==> src/rtl/fifo_pkg.sv <==
// Shared types for the FIFO reader: byte type, buffer occupancy encoding
// and a helper that turns an occupancy state into a plain count.
package fifo_pkg;

   localparam int DATA_W = 8;

   typedef logic [DATA_W-1:0] byte_t;

   // Occupancy of the 2-entry output buffer.
   typedef enum logic [1:0] {
      S0 = 2'd0,
      S1 = 2'd1,
      S2 = 2'd2
   } rd_occ_e;

   // Number of bytes held for a given occupancy state.
   function automatic logic [1:0] occ_to_count(input rd_occ_e s);
      logic [1:0] n;
      case (s)
         S0:      n = 2'd0;
         S1:      n = 2'd1;
         S2:      n = 2'd2;
         default: n = 2'd2;
      endcase
      return n;
   endfunction

endpackage

==> src/rtl/fifo_reader_if.sv <==
// Bundle of the FIFO-side and stream-side signals of the FIFO reader.
// master: the reader itself. slave: the FIFO plus the downstream sink.
// Optional FIFO_READER_COUNT_EN adds the delivered-byte counter.
interface fifo_reader_if #(
   parameter int DATA_W = 8
`ifdef FIFO_READER_COUNT_EN
   , parameter int CNT_W = 16
`endif
);

   logic              in_is_empty;
   logic [DATA_W-1:0] in_read_data;
   logic              out_read_ctrl;
   logic              out_valid;
   logic [DATA_W-1:0] out_data;
   logic              in_ready;
`ifdef FIFO_READER_COUNT_EN
   logic [CNT_W-1:0]  out_byte_count;
`endif

   modport master (
      input  in_is_empty,
      input  in_read_data,
      input  in_ready,
      output out_read_ctrl,
      output out_valid,
      output out_data
`ifdef FIFO_READER_COUNT_EN
      , output out_byte_count
`endif
   );

   modport slave (
      output in_is_empty,
      output in_read_data,
      output in_ready,
      input  out_read_ctrl,
      input  out_valid,
      input  out_data
`ifdef FIFO_READER_COUNT_EN
      , input  out_byte_count
`endif
   );

endinterface

==> src/rtl/fifo_reader_skid_buf.sv <==
// Two-entry output buffer of the FIFO reader. Bytes arriving from the FIFO
// are written at the tail on capture and leave from the head on accept.
// The head entry drives the stream data directly, so it only changes when
// the head is consumed.
module reader_skid_buf
   import fifo_pkg::*;
#(
   parameter int DATA_W = fifo_pkg::DATA_W
) (
   input  logic              clk,
   input  logic              rst,
   input  logic              capture,
   input  logic [DATA_W-1:0] capture_data,
   input  logic              accept,
   output rd_occ_e           occ,
   output logic              valid,
   output logic [DATA_W-1:0] head_data
);

   logic [DATA_W-1:0] entry [2];
   logic              head_reg;
   logic              head_next;
   logic              tail_reg;
   logic              tail_next;
   rd_occ_e           occ_reg;
   rd_occ_e           occ_next;
   logic              valid_reg;

   // Next occupancy and pointer movement from the capture/accept pair.
   always_comb begin
      occ_next  = occ_reg;
      head_next = head_reg;
      tail_next = tail_reg;
      if (capture) begin
         tail_next = ~tail_reg;
      end
      if (accept) begin
         head_next = ~head_reg;
      end
      case ({capture, accept})
         2'b10:   occ_next = (occ_reg == S0) ? S1 : S2;
         2'b01:   occ_next = (occ_reg == S2) ? S1 : S0;
         default: occ_next = occ_reg;
      endcase
   end

   // Occupancy, pointers and the registered valid flag.
   always_ff @(posedge clk) begin
      if (rst) begin
         occ_reg   <= S0;
         head_reg  <= 1'b0;
         tail_reg  <= 1'b0;
         valid_reg <= 1'b0;
      end else begin
         occ_reg   <= occ_next;
         head_reg  <= head_next;
         tail_reg  <= tail_next;
         valid_reg <= (occ_next != S0);
      end
   end

   genvar gi;
   generate
      for (gi = 0; gi < 2; gi++) begin : g_entry
         logic [DATA_W-1:0] entry_reg;

         // Storage slot; written only when it is the tail at capture time.
         always_ff @(posedge clk) begin
            if (rst) begin
               entry_reg <= '0;
            end else if (capture && (tail_reg == 1'(gi))) begin
               entry_reg <= capture_data;
            end
         end

         assign entry[gi] = entry_reg;
      end
   endgenerate

   assign occ       = occ_reg;
   assign valid     = valid_reg;
   assign head_data = entry[head_reg];

   // A capture into a full buffer would lose a byte; the pop gating upstream
   // must make this impossible.
   a_no_overflow : assert property (@(posedge clk) disable iff (rst)
      (capture && !accept) |-> (occ_reg != S2));

   // The sink can only accept while something is held.
   a_no_underflow : assert property (@(posedge clk) disable iff (rst)
      accept |-> (occ_reg != S0));

endmodule

==> src/rtl/fifo_reader.sv <==
// FIFO reader top: pops bytes from a registered-read FIFO and presents them
// on a valid/ready stream. A pop is issued only if the byte it fetches is
// guaranteed a slot in the 2-entry buffer once it arrives one cycle later.
// Optional feature macro: FIFO_READER_COUNT_EN (delivered-byte counter).
module fifo_reader
   import fifo_pkg::*;
#(
   parameter int DATA_W = fifo_pkg::DATA_W,
   parameter int CNT_W  = 16
) (
   input logic           clk,
   input logic           rst,
   fifo_reader_if.master bus
);

   logic       pending_reg;
   logic       accept;
   logic       pop;
   rd_occ_e    occ;
   logic [2:0] committed;

   if (CNT_W < 1) begin : g_cnt_w_check
      $error("fifo_reader: CNT_W must be at least 1");
   end

   // Bytes held or in flight after this cycle's accept; a pop is allowed
   // while that leaves room for one more.
   assign accept    = bus.out_valid & bus.in_ready;
   assign committed = {1'b0, occ_to_count(occ)} + {2'b00, pending_reg} - {2'b00, accept};
   assign pop       = !rst && !bus.in_is_empty && (committed < 3'd2);

   assign bus.out_read_ctrl = pop;

   // FIFO read data is valid the cycle after a pop; remember that it is coming.
   always_ff @(posedge clk) begin
      if (rst) begin
         pending_reg <= 1'b0;
      end else begin
         pending_reg <= pop;
      end
   end

   reader_skid_buf #(
      .DATA_W (DATA_W)
   ) u_skid_buf (
      .clk          (clk),
      .rst          (rst),
      .capture      (pending_reg),
      .capture_data (bus.in_read_data),
      .accept       (accept),
      .occ          (occ),
      .valid        (bus.out_valid),
      .head_data    (bus.out_data)
   );

`ifdef FIFO_READER_COUNT_EN
   logic [CNT_W-1:0] count_reg;

   // Delivered-byte counter, wrapping naturally at its width.
   always_ff @(posedge clk) begin
      if (rst) begin
         count_reg <= '0;
      end else if (accept) begin
         count_reg <= count_reg + CNT_W'(1);
      end
   end

   assign bus.out_byte_count = count_reg;
`endif

   // Popping an empty FIFO is a protocol error on the FIFO side.
   a_no_pop_when_empty : assert property (@(posedge clk) disable iff (rst)
      pop |-> !bus.in_is_empty);

endmodule

==> src/flat_wrapper.sv <==
// flat-port wrapper written by rule: the top's interface ports become plain ports
module fifo_reader_flat import fifo_pkg::*;
#(
   parameter int DATA_W = fifo_pkg::DATA_W,
   parameter int CNT_W  = 16
)
  (clk, rst, bus_in_is_empty, bus_in_read_data, bus_in_ready, bus_out_read_ctrl, bus_out_valid, bus_out_data);
  fifo_reader_if #(.DATA_W(DATA_W)) bus_i ();
  input logic clk;
  input logic rst;
  input wire logic [$bits(bus_i.in_is_empty)-1:0] bus_in_is_empty;
  input wire logic [$bits(bus_i.in_read_data)-1:0] bus_in_read_data;
  input wire logic [$bits(bus_i.in_ready)-1:0] bus_in_ready;
  output wire logic [$bits(bus_i.out_read_ctrl)-1:0] bus_out_read_ctrl;
  output wire logic [$bits(bus_i.out_valid)-1:0] bus_out_valid;
  output wire logic [$bits(bus_i.out_data)-1:0] bus_out_data;
  assign bus_i.in_is_empty = bus_in_is_empty;
  assign bus_i.in_read_data = bus_in_read_data;
  assign bus_i.in_ready = bus_in_ready;
  assign bus_out_read_ctrl = bus_i.out_read_ctrl;
  assign bus_out_valid = bus_i.out_valid;
  assign bus_out_data = bus_i.out_data;
  fifo_reader #(.DATA_W(DATA_W), .CNT_W(CNT_W)) u_core (.clk(clk), .rst(rst), .bus(bus_i));
endmodule
==> config.mk <==
export PLATFORM = sky130hd
export DESIGN_NAME = fifo_reader_flat
export DESIGN_NICKNAME = d
export VERILOG_FILES = /design/src/rtl/fifo_pkg.sv /design/src/rtl/fifo_reader_if.sv /design/src/rtl/fifo_reader_skid_buf.sv /design/src/rtl/fifo_reader.sv /design/src/flat_wrapper.sv
export SDC_FILE = /design/constraint.sdc
export NUM_CORES = 1
export LEC_CHECK = 0
export CAP_MARGIN = 20
export CORE_UTILIZATION = 46
export CTS_BUF_LIST = sky130_fd_sc_hd__clkbuf_8
export DETAILED_ROUTE_END_ITERATION = 12
export PLACE_DENSITY = 0.77
export SLEW_MARGIN = 15
export SYNTH_ARGS = -nofsm -noshare
export SYNTH_HDL_FRONTEND = slang
export SYNTH_SLANG_ARGS = --single-unit
==> constraint.sdc <==
create_clock -name clk -period 2.7 [get_ports clk]
set_input_delay 0.675 -clock clk [delete_from_list [all_inputs] [get_ports clk]]
set_output_delay 0.675 -clock clk [all_outputs]
set_load 0.005 [all_outputs]
* Yosys cells after proc, flatten, opt, wreduce, memory -nomap -nowiden *
Cells that the tools add are included.

word-level totals
  register bits after elaboration = 22
  input port bits = 12
  output and inout port bits = 10
  logic and storage cells = 34

cells by class
  add/subtract/negate cells = 2
  order comparisons = 2
  equal/unequal tests = 4
  multiplexer cells = 7
  bitwise logic cells = 4
  reduce and logical (&&, ||, !) cells = 8

operator list
  cell                                                        number
  2-to-1 mux 8 bit                                            3
  one-hot mux 2 bit (2 select lines)                          2
  equality test 2 x 1 -> 1 bit, second input constant         2
  equality test 2 bit, second input constant                  2
  logical AND 1 bit                                           4
  adder 2 x 1 -> 3 bit                                        1
  less-than comparator 3 x 2 -> 1 bit, second input constant  1
  subtractor 3 x 1 -> 3 bit                                   1
  >= comparator 2 bit, second input constant                  1
  logical NOT 1 bit                                           2
  logical NOT 2 bit                                           1
  2-to-1 mux 2 bit                                            1
  inverter 1 bit                                              2
  inverter 1 -> 2 bit                                         1
  nonzero test 2 bit                                          1
  bitwise AND 1 bit                                           1
  2-to-1 mux 1 bit                                            1

* Depth between registers and ports, before layout *
Gate-level depths: netlist (run 1).

  depth in word-level cells = 6
  gate-level depth with buffers = 7

* Cells and area by module *
From an unflattened synthesis (run 1), not the netlist that was laid out.

unflattened totals
  cells, all modules = 117
  area total of the unflattened synthesis = 988.4 sq um

modules (own cells, without submodules)
  module           times used  cells an instance  area an instance (sq um)
  reader_skid_buf  1           107                887.1
  fifo_reader      1           10                 101.3

* Worst setup path before layout (run 1) *
OpenSTA, ideal clock, no wires.

  path type = input -> output
  start point = input port bus_in_ready
  end point = output port bus_out_read_ctrl
  arrival time = 2.099 ns
  required time = 2.025 ns
  slack = -0.074 ns
  cell stages on the path = 7
  buffers on the path = 0
  cell sequence = nand2_1 -> ha_1 -> inv_1 -> nand3b_1 -> fa_1 -> xor2_1 -> nor4b_1

between the ends
  longest elaborated chain between the ends = 4

ends and longest elaborated chain
  what                                 line                RTL
  start: declaration                   flat_wrapper.sv:13  input wire logic [$bits(bus_i.in_ready)-1:0] bus_in_ready;
  bitwise AND 1 bit                    fifo_reader.sv:28   assign accept = bus.out_valid & bus.in_ready;
  subtractor 3 x 1 -> 3 bit            fifo_reader.sv:29   assign committed = {1'b0, occ_to_count(occ)} + {2'b00, pending_reg} - {2'b00, accept};
  less-than comparator 3 x 2 -> 1 bit  fifo_reader.sv:30   assign pop = !rst && !bus.in_is_empty && (committed < 3'd2);
  logical AND 1 bit                    fifo_reader.sv:30
  end: declaration                     flat_wrapper.sv:14  output wire logic [$bits(bus_i.out_read_ctrl)-1:0] bus_out_read_ctrl;

Every way passes these cells.

* Worst setup path after layout (run 1) *
Same ends and word-level chain as after synthesis.

==> flow_metrics.py, run 1 <==
metrics = {
    "status": {
        "run_status": "complete, but fails checks",
        "violations": "negative setup slack",
    },
    "global_route": {
        "first_global_vias": 766,
        "grt_pass1_wl_mm": 3.24,
        "globalRouteTotalUtil_pct": 20.5,
        "overflow": 0,
        "grt_max_degree": 23,
        "antenna_found_initial": 0,
    },
    "critical_path": {
        "reg2reg_depth": 7,
        "regToRegStartpoint": "u_core.u_skid_buf.valid$_SDFF_PP0_",
        "cp-start-kind": "input port",
        "critPathKind": "in -> out",
        "timing.rr.end": "u_core.pending_reg$_SDFF_PP0_",
        "worst-r2r-setup-slack_ns": 1.01,
        "crit_required_ns": 2.03,
        "cp_max_fo": 2,
        "worstPathArrival_ns": 2.10,
        "endpoint_kind": "output port",
    },
    "timing": {
        "drv_slew": 0,
        "skew_ns": 0.00213,
        "final.setup.worst_slack_ns": -0.0714,
        "slew_headroom_pct": 61.3,
        "finalSetupTns_ns": -0.0714,
        "hold_viol": 0,
        "max_freq_mhz": 361,
        "period_share_pct": 103,
        "rsz0062_at_grt": "yes",
        "setup_violations": 1,
        "finalCriticalPeriod_ns": 2.77,
        "tightest_slew_ns": 0.580,
    },
    "clock_network": {
        "clk_pin_slew_worst_paths_ns": 0.08,
        "clock_sinks": 22,
        "clock_latency_ns": 0.26,
        "holdBufCountCts": 0,
        "htree_num_levels": 1,
        "cts_tree": "done",
        "clock-root-buffer": "clkbuf_8",
        "clock_path_buffers": 2,
        "cts_buffers": 3,
    },
    "synth": {
        "yosysUniqueCellTypes": 23,
        "syn-cell-area_um2": 970,
        "avgSynthCellArea_um2": 8.51,
        "ys_seq_area_share_pct": 45.4,
        "syn_inst": 114,
        "syn-num-nets": 128,
        "yosysWarnings": 0,
        "ys_ff_latch": 22,
    },
    "die": {
        "fp.dieW_um": 47.9,
        "start_util_pct": 49.4,
        "die_area_um2": 2300,
        "core_area_um2": 1960,
        "num_rows": 16,
        "die_y_um": 47.9,
        "ioPinCount": 22,
    },
    "layout": {
        "fin_nets": 155,
        "fillers": 170,
        "n_antenna_cell": 0,
        "seqCellArea_um2": 440,
        "largest_reg_flops": 16,
        "multi_input_area_um2": 526,
        "layout_commonest_cell": "nand2_1",
        "area_delta_synth_final_pct": 37.8,
        "mostFrequentLayoutCells": "nand2_1 (27), dfxtp_1 (22), clkdlybuf4s50_1 (19)",
        "fin_util_pct": 68.1,
        "drive_gt1_share_pct": 21.4,
    },
    "pwr": {
        "p_leak_nw": 0.490,
        "ir_worst_vdd_mv": 0.298,
        "p_comb_share_pct": 15.0,
        "p_clk_share_pct": 34.3,
        "p_sw_share_pct": 23.6,
        "p_int_w": 0.000526,
        "p_per_area_nw_per_um2": 515,
        "p_seq_share_pct": 50.7,
        "p_sw_w": 0.000162,
    },
    "detailed_routing": {
        "drtIter0Drc": 17,
        "via_count": 881,
        "via_per_inst": 5.28,
        "ant_nets": 0,
        "wl_per_cell_um": 13.1,
        "drc_errors": 0,
        "dr.pass1.iters": 4,
        "drt-total-wl_mm": 2.20,
    },
    "worst_hold_path": {
        "hp-start": "u_core.u_skid_buf.g_entry[1].entry_reg[5]$_SDFFE_PP0P_",
        "min_path_cells": 2,
        "hold_end": "u_core.u_skid_buf.g_entry[1].entry_reg[5]$_SDFFE_PP0P_",
        "worstHoldPathType": "reg -> reg",
    },
    "placement": {
        "place_hpwl_mm": 1.50,
        "io_buffers": 21,
        "gp_congestion": 0.740,
    },
    "flow_run": {
        "drv_cap": 0,
    },
}
==> critical path, stage by stage <==
cell	delay, ns
buf_8	0.10
nand2_4	0.07
ha_4	0.20
inv_2	0.05
nand3b_1	0.09
fa_2	0.37
xor2_2	0.16
nor4b_2	0.23
buf_2	0.16
==> power groups by stage <==
| stage | clock network (W) | logic, W | registers (W) |
|---|---|---|---|
| 2_1_floorplan | 0 | 0.0000521 | 0.000351 |
| 3_3_place_gp | 0 | 0.0000951 | 0.000356 |
| 3_5_place_dp | 0 | 0.0000978 | 0.000356 |
| 4_1_cts | 0.000241 | 0.000103 | 0.000349 |
| 5_1_grt | 0.000254 | 0.000112 | 0.000351 |
| 6_report | 0.000236 | 0.000103 | 0.000349 |
==> synthesized netlist by cell type <==
master / n / area [µm²]
nand3b_1: 1 / 7.51
nor3_1: 1 / 5.00
nand4b_1: 1 / 8.76
ha_1: 1 / 12.5
o21ai_0: 1 / 5.00
inv_1: 1 / 3.75
nor4b_1: 2 / 17.5
a21oi_1: 18 / 90.1
dfxtp_1: 22 / 440
nor4bb_1: 1 / 10.0
nor2b_1: 1 / 6.26
xor2_1: 2 / 17.5
a31oi_1: 1 / 6.26
fa_1: 1 / 20.0
a211o_1: 1 / 8.76
a21oi_2: 1 / 8.76
nand2b_1: 3 / 18.8
mux2_2: 8 / 90.1
buf_2: 5 / 25.0
clkbuf_1: 3 / 11.3
nor2_1: 3 / 11.3
nand3_1: 8 / 40.0
nand2_1: 28 / 105
==> metrics by stage <==
| stage | setup slack [ns] | cells | instance area (µm²) | total power (W) | hold WS (ns) |
|---|---|---|---|---|---|
| after detailed placement | -1.03 | 160 | 1240 | 0.000454 | 0.447 |
| after floorplan | 0.0439 | 114 | 988 | 0.000403 | 0.433 |
| after global placement | -0.933 | 160 | 1240 | 0.000451 | 0.438 |
| after global routing | -0.138 | 167 | 1340 | 0.000717 | 0.481 |
| final | -0.0714 | 167 | 1340 | 0.000688 | 0.455 |
| after CTS | -0.189 | 167 | 1340 | 0.000693 | 0.458 |
==> worst max-delay path by stage <==
stage                       from                end  slack, ns
floorplan           bus_in_ready  bus_out_read_ctrl       0.04
global route        bus_in_ready  bus_out_read_ctrl      -0.14
detailed placement  bus_in_ready  bus_out_read_ctrl      -1.03
finish              bus_in_ready  bus_out_read_ctrl      -0.07
global placement    bus_in_ready  bus_out_read_ctrl      -0.93
CTS                 bus_in_ready  bus_out_read_ctrl      -0.19
==> cell type report <==
class,count,share of cell area (%)
Multi-Input combinational cell,83,39.3
Inverter,1,0.281
Sequential cell,22,33.0
Timing Repair Buffer,30,20.8
Clock buffer,4,4.12
Tap cell,27,2.53
==> metal layers <==
metal	up-vias	global-route usage [%]	part of all wire [%]
met5	-	0	0
met4	0	10.0	1.5
met3	5	2.64	4.0
met2	18	38.4	52
met1	419	22.5	43
li1	439	-	-
==> what timing repair did <==
action | in CTS | in global routing
endpoints found under the setup margin | 1 | 1
cloned | 0 | 0
gates resized for setup | 15 | 0
buffers inserted | 3 | 0
pin swaps | 4 | 2
==> cells by family after synthesis <==
| group | after synthesis | synth area share, % |
|---|---|---|
| multiplexers | 8 | 9.29 |
| flip-flops | 22 | 45.4 |
| adder cells (fa/ha/maj) | 2 | 3.35 |
| AND/OR/NAND/NOR | 49 | 23.7 |
| AO/OA/AOI/OAI | 22 | 12.3 |
| buffers and inverters | 9 | 4.13 |
| XOR/XNOR | 2 | 1.81 |
No activity file was read; power rests on OpenSTA's default activity.
==> run 2: changes to the inputs <==
--- a/config.mk
+++ b/config.mk
@@ -5,12 +5,15 @@
 export SDC_FILE = /design/constraint.sdc
 export NUM_CORES = 1
 export LEC_CHECK = 0
+export ABC_CLOCK_PERIOD_IN_PS = 2700
 export CAP_MARGIN = 20
 export CORE_UTILIZATION = 46
 export CTS_BUF_LIST = sky130_fd_sc_hd__clkbuf_8
 export DETAILED_ROUTE_END_ITERATION = 12
+export MAX_ROUTING_LAYER = met4
 export PLACE_DENSITY = 0.77
 export SLEW_MARGIN = 15
 export SYNTH_ARGS = -nofsm -noshare
 export SYNTH_HDL_FRONTEND = slang
 export SYNTH_SLANG_ARGS = --single-unit
+export TNS_END_PERCENT = 50
==> run 2 against run 1 <==
  * The flow still finishes with violations (negative setup slack)
  * Flip-flop and latch count did not move
  * Power about the same
  * Maximum frequency about the same
  * Clock-buffer cell count is the same
  * Register-to-register slack about the same
  * Routed wire length did not move
  * Via count down 0.23%
  * Core utilization stayed put
  * Critical endpoint unchanged
  * Largest cell class unchanged
  * Highest routed layer unchanged
==> flow_metrics.py, run 2 (same netlist as run 1, synthesis figures left out) <==
metrics = {
    "layout": {
        "layout_commonest_cell": "nand2_1",
        "n_antenna_cell": 0,
        "seqCellArea_um2": 440,
        "mostFrequentLayoutCells": "nand2_1 (27), dfxtp_1 (22), clkdlybuf4s50_1 (19)",
        "largest_reg_flops": 16,
        "multi_input_area_um2": 526,
        "drive_gt1_share_pct": 21.4,
        "fin_nets": 155,
        "design_area_um2": 1340,
        "area_delta_synth_final_pct": 37.8,
        "fillers": 170,
    },
    "placement": {
        "io_buffers": 21,
        "place_hpwl_mm": 1.50,
        "place_area_um2": 1240,
        "gp_congestion": 0.749,
    },
    "global_route": {
        "use_met3_pct": 2.64,
        "grt_pass1_wl_mm": 3.24,
        "first_global_vias": 767,
        "overflow": 0,
        "busiest_layer": "met2",
        "grt_max_degree": 23,
        "antenna_found_initial": 0,
        "met2_usage_pct": 38.4,
        "globalRouteTotalUtil_pct": 21.2,
        "grt_util_met1_pct": 22.5,
    },
    "timing": {
        "rsz0062_at_grt": "yes",
        "slew_headroom_pct": 60.9,
        "final.setup.worst_slack_ns": -0.0736,
        "drv_slew": 0,
        "skew_ns": 0.00216,
        "hold_viol": 0,
        "tightest_slew_ns": 0.585,
        "max_freq_mhz": 361,
        "period_share_pct": 103,
        "setup_violations": 1,
        "finalCriticalPeriod_ns": 2.77,
    },
    "detailed_routing": {
        "drtIter0Drc": 17,
        "dr.pass1.iters": 4,
        "ant_nets": 0,
        "wl_per_cell_um": 13.1,
        "drt-total-wl_mm": 2.20,
        "drc_errors": 0,
        "via_per_inst": 5.26,
        "via_count": 879,
    },
    "die": {
        "die_area_um2": 2300,
        "die_y_um": 47.9,
        "fp.dieW_um": 47.9,
        "core_area_um2": 1960,
        "start_util_pct": 49.4,
        "ioPinCount": 22,
        "num_rows": 16,
    },
    "critical_path": {
        "regToRegStartpoint": "u_core.u_skid_buf.valid$_SDFF_PP0_",
        "cp_top_family": "adder cells",
        "timing.rr.end": "u_core.pending_reg$_SDFF_PP0_",
        "path_buf_inv": 3,
        "slowest_delay_ns": 0.37,
        "critPathSlowestCell": "fa_2",
        "reg2reg_depth": 7,
        "worst-r2r-setup-slack_ns": 1.01,
        "cp-start-kind": "input port",
        "endpoint_kind": "output port",
        "path_cells": "buf_8, nand2_4, ha_4, inv_2, nand3b_1, fa_2, xor2_2, nor4b_2, buf_2",
        "critPathKind": "in -> out",
        "cp_max_fo": 2,
        "crit_required_ns": 2.03,
        "worstPathArrival_ns": 2.10,
    },
    "clock_network": {
        "cts_tree": "done",
        "clock_latency_ns": 0.26,
        "clock_path_buffers": 2,
        "cts_buffers": 3,
        "clock_sinks": 22,
        "holdBufCountCts": 0,
        "clock-root-buffer": "clkbuf_8",
        "htree_num_levels": 1,
        "clk_pin_slew_worst_paths_ns": 0.08,
    },
    "pwr": {
        "p_sw_w": 0.000162,
        "p_seq_share_pct": 50.8,
        "total_power_w": 0.000688,
        "p_comb_share_pct": 15.0,
        "p_per_area_nw_per_um2": 515,
        "p_int_w": 0.000526,
        "p_sw_share_pct": 23.5,
        "p_leak_nw": 0.490,
        "ir_worst_vdd_mv": 0.297,
        "p_clk_share_pct": 34.2,
    },
    "worst_hold_path": {
        "hp-start": "u_core.u_skid_buf.g_entry[1].entry_reg[5]$_SDFFE_PP0P_",
        "min_path_cells": 2,
        "worstHoldPathType": "reg -> reg",
        "hold_end": "u_core.u_skid_buf.g_entry[1].entry_reg[5]$_SDFFE_PP0P_",
    },
    "flow_run": {
        "drv_cap": 0,
    },
    "status": {
        "violations": "negative setup slack",
        "run_status": "complete, but fails checks",
    },
}
## run 2: cell counts in the layout (fill, tap and decap cells not counted)
No cell type changed its count.
## run 2: area by class of cell
class	instances	area share [%]
inverter	1	0.281
sequential	22	33.0
tap	27	2.53
multi-input combinational	83	39.3
clock buffer	4	4.12
timing repair buffer	30	20.8
## run 2: what timing repair did
| action | CTS | global route |
|---|---|---|
| gates resized for setup | 15 | 0 |
| setup buffers | 3 | 0 |
| endpoints found under the setup margin | 1 | 1 |
| pin swaps | 4 | 2 |
## run 2: how the worst max path moves through the flow
stage | end | start | depth (start not counted) | slack [ns]
after floorplan | bus_out_read_ctrl | bus_in_ready | 7 | 0.04
after global placement | bus_out_read_ctrl | bus_in_ready | 9 | -0.93
after detailed placement | bus_out_read_ctrl | bus_in_ready | 9 | -1.03
after CTS | bus_out_read_ctrl | bus_in_ready | 9 | -0.19
after global routing | bus_out_read_ctrl | bus_in_ready | 9 | -0.14
final | bus_out_read_ctrl | bus_in_ready | 9 | -0.07
## run 2: worst min-delay path: stages (launching register included)
cell     delay, ns
dfxtp_1       0.31
nand2_1       0.05
a21oi_1       0.05
## run 2: per-layer routing
layer	wire [µm]	share of wire [%]
met1	939	43
met3	91	4.1
met4	29	1.3
met5	0	0
met2	1130	52
## run 2: power by group through the flow
stage	registers [W]	logic (W)	clock network (W)
5_1_grt	0.000351	0.000112	0.000254
2_1_floorplan	0.000351	0.0000521	0
6_report	0.000349	0.000103	0.000235
3_5_place_dp	0.000356	0.0000978	0
3_3_place_gp	0.000356	0.0000951	0
4_1_cts	0.000349	0.000103	0.000241
## run 2: through the flow
stage / hold slack, ns / instances / TNS, ns / util [%] / worst slack, ns
after floorplan: 0.433 / 114 / 0 / - / 0.0439
after global placement: 0.438 / 160 / -0.933 / 63.3 / -0.933
after detailed placement: 0.447 / 160 / -1.03 / 63.3 / -1.03
after CTS: 0.458 / 167 / -0.189 / 68.1 / -0.189
after global routing: 0.481 / 167 / -0.138 / 68.1 / -0.138
final: 0.455 / 167 / -0.0736 / 68.1 / -0.0736
==> run 3: changes to the inputs <==
--- a/config.mk
+++ b/config.mk
@@ -5,13 +5,13 @@
 export SDC_FILE = /design/constraint.sdc
 export NUM_CORES = 1
 export LEC_CHECK = 0
-export ABC_CLOCK_PERIOD_IN_PS = 2700
+export ABC_CLOCK_PERIOD_IN_PS = 3150
 export CAP_MARGIN = 20
-export CORE_UTILIZATION = 46
+export CORE_UTILIZATION = 41
 export CTS_BUF_LIST = sky130_fd_sc_hd__clkbuf_8
 export DETAILED_ROUTE_END_ITERATION = 12
 export MAX_ROUTING_LAYER = met4
-export PLACE_DENSITY = 0.77
+export PLACE_DENSITY = 0.67
 export SLEW_MARGIN = 15
 export SYNTH_ARGS = -nofsm -noshare
 export SYNTH_HDL_FRONTEND = slang
==> constraint.sdc (replaced) <==
create_clock -name clk -period 3.15 [get_ports clk]
set_input_delay 0.7875 -clock clk [delete_from_list [all_inputs] [get_ports clk]]
set_output_delay 0.7875 -clock clk [all_outputs]
set_load 0.005 [all_outputs]
==> run 3 against run 2 <==
  * The run now ends clean
  * Routed wire length is 3.2% lower
  * Via count is 3.3% lower
  * Power is 6.4% lower
  * Final area is 0.37% lower
  * First-iteration DRC count is 47% lower
  * Sequential power is 14% lower
  * Worst hold slack better by 0.0014 ns
  * Clock-buffer cell count is 1 lower
  * Clock skew hardly changed
  * Core utilization is 7.9 points lower
  * Critical path depth stayed put
  * Critical path type unchanged
  * Highest routed layer unchanged
==> flow_metrics.py, run 3 (same netlist as run 1, synthesis figures left out) <==
metrics = {
    "status": {
        "run_status": "finished clean",
    },
    "layout": {
        "seqCellArea_um2": 440,
        "largest_reg_flops": 16,
        "multi_input_area_um2": 520,
        "area_delta_synth_final_pct": 37.3,
        "mostFrequentLayoutCells": "nand2_1 (27), dfxtp_1 (22), clkdlybuf4s50_1 (19)",
        "fin_util_pct": 60.2,
        "n_antenna_cell": 0,
        "fin_nets": 154,
        "drive_gt1_share_pct": 20.9,
        "final_cell_count_no_fill": 167,
        "layout_commonest_cell": "nand2_1",
        "fillers": 193,
    },
    "timing": {
        "setup_violations": 0,
        "drv_slew": 0,
        "tightest_slew_ns": 0.582,
        "final.setup.worst_slack_ns": 0.163,
        "max_freq_mhz": 335,
        "hold_viol": 0,
        "slew_headroom_pct": 61.1,
        "finalCriticalPeriod_ns": 2.99,
        "skew_ns": 0.00170,
        "period_share_pct": 94.8,
        "rsz0062_at_grt": "no",
    },
    "clock_network": {
        "clock_path_buffers": 2,
        "clock-root-buffer": "clkbuf_8",
        "holdBufCountCts": 0,
        "htree_num_levels": 1,
        "clk_pin_slew_worst_paths_ns": 0.08,
        "clock_sinks": 22,
        "clock_latency_ns": 0.26,
        "cts_buffers": 3,
        "cts_tree": "done",
    },
    "placement": {
        "place_inst": 160,
        "place_hpwl_mm": 1.41,
        "io_buffers": 21,
        "place_ws_ns": -0.826,
        "gp_congestion": 0.761,
    },
    "critical_path": {
        "critPathSlowestCell": "fa_2",
        "worstPathArrival_ns": 2.20,
        "cp_top_family": "adder cells",
        "cp-start-kind": "input port",
        "path_cells": "buf_2, nand2_2, ha_4, inv_2, nand3b_1, fa_2, xor2_2, nor4b_2, buf_2",
        "path_buf_inv": 3,
        "critPathKind": "in -> out",
        "slowest_delay_ns": 0.36,
        "endpoint_kind": "output port",
        "cp_max_fo": 3,
        "cp_common_cell": "buf_2",
        "crit_required_ns": 2.36,
    },
    "detailed_routing": {
        "wl_met3_um": 93,
        "wl_met1_um": 973,
        "drc_errors": 0,
        "wl_per_cell_um": 12.7,
        "via_per_inst": 5.09,
        "dr.pass1.iters": 4,
        "via_count": 850,
        "route.met2.wl_mm": 1.04,
        "drt-total-wl_mm": 2.12,
        "ant_nets": 0,
        "routed.top_layer": "met4",
        "drtIter0Drc": 9,
    },
    "die": {
        "die_y_um": 50.6,
        "start_util_pct": 43.8,
        "ioPinCount": 22,
        "core_area_um2": 2210,
        "die_area_um2": 2560,
        "fp.dieW_um": 50.6,
        "num_rows": 17,
    },
    "worst_hold_path": {
        "worstHoldPathType": "reg -> reg",
    },
    "pwr": {
        "p_per_area_nw_per_um2": 483,
        "p_leak_nw": 0.481,
        "ir_worst_vdd_mv": 0.353,
    },
    "global_route": {
        "globalRouteTotalUtil_pct": 19.3,
        "first_global_vias": 820,
        "overflow": 0,
        "antenna_found_initial": 0,
        "grt_max_degree": 23,
        "grt_pass1_wl_mm": 3.50,
    },
    "flow_run": {
        "drv_cap": 0,
    },
}
==> run 3: cell count changes in the layout (fill, tap and decap cells not counted), sizes merged <==
cell and change:
bufinv +1, clkbuf -1, buf -1
==> run 3: cell type report <==
class | count | area share, %
clock buffers | 3 | 3.10
repair buffers | 29 | 19.5
inverters | 1 | 0.282
clock inverters | 1 | 2.26
multi-input cells | 83 | 39.1
well taps | 28 | 2.63
flip-flops and latches | 22 | 33.1
==> run 3: worst paths after layout <==
check	from	slack [ns]	cells after the start	endpoint
worst min register to register	u_core.u_skid_buf.g_entry[0].entry_reg[7]$_SDFFE_PP0P_	0.46	2	u_core.u_skid_buf.g_entry[0].entry_reg[7]$_SDFFE_PP0P_
worst max register to register	u_core.u_skid_buf.valid$_SDFF_PP0_	1.29	8	u_core.pending_reg$_SDFF_PP0_
worst max-delay path	bus_in_ready	0.16	9	bus_out_read_ctrl
worst min-delay path	u_core.u_skid_buf.g_entry[0].entry_reg[7]$_SDFFE_PP0P_	0.46	2	u_core.u_skid_buf.g_entry[0].entry_reg[7]$_SDFFE_PP0P_
==> run 3: metal layers <==
layer,global-route usage [%],vias up
met3,7.58,2
met2,32.2,15
li1,-,433
met1,20.6,400
met4,6.94,0
met5,-,-
==> run 3: timing repair <==
item | CTS | global route
setup endpoints to repair | 1 | 1
gates cloned | 0 | 0
resized for setup | 13 | 1
buffers inserted | 3 | 0
pin swaps | 3 | 2
==> run 3: where the power goes <==
group          total (W)  internal (W)  switching (W)
clock network   0.000259      0.000170      0.0000891
registers       0.000300      0.000289      0.0000108
logic          0.0000851     0.0000485      0.0000366
total           0.000644      0.000507       0.000137
==> run 3: stage by stage <==
step	power, W	TNS, ns	hold WS (ns)	area, µm²
5_1_grt	0.000673	0	0.476	1330
3_3_place_gp	0.000384	-0.763	0.438	1220
4_1_cts	0.000647	0	0.458	1330
6_report	0.000644	0	0.456	1330
3_5_place_dp	0.000385	-0.826	0.447	1220
2_1_floorplan	0.000343	0	0.433	970
==> run 3: worst reg2reg max path: cells and delay by family, from the launching register on <==
kind / cells / cell delay (ns)
simple gates: 3 / 0.43
flops: 1 / 0.39
fa+ha+maj: 2 / 0.58
xor+xnor: 1 / 0.16
buf+inv: 2 / 0.20
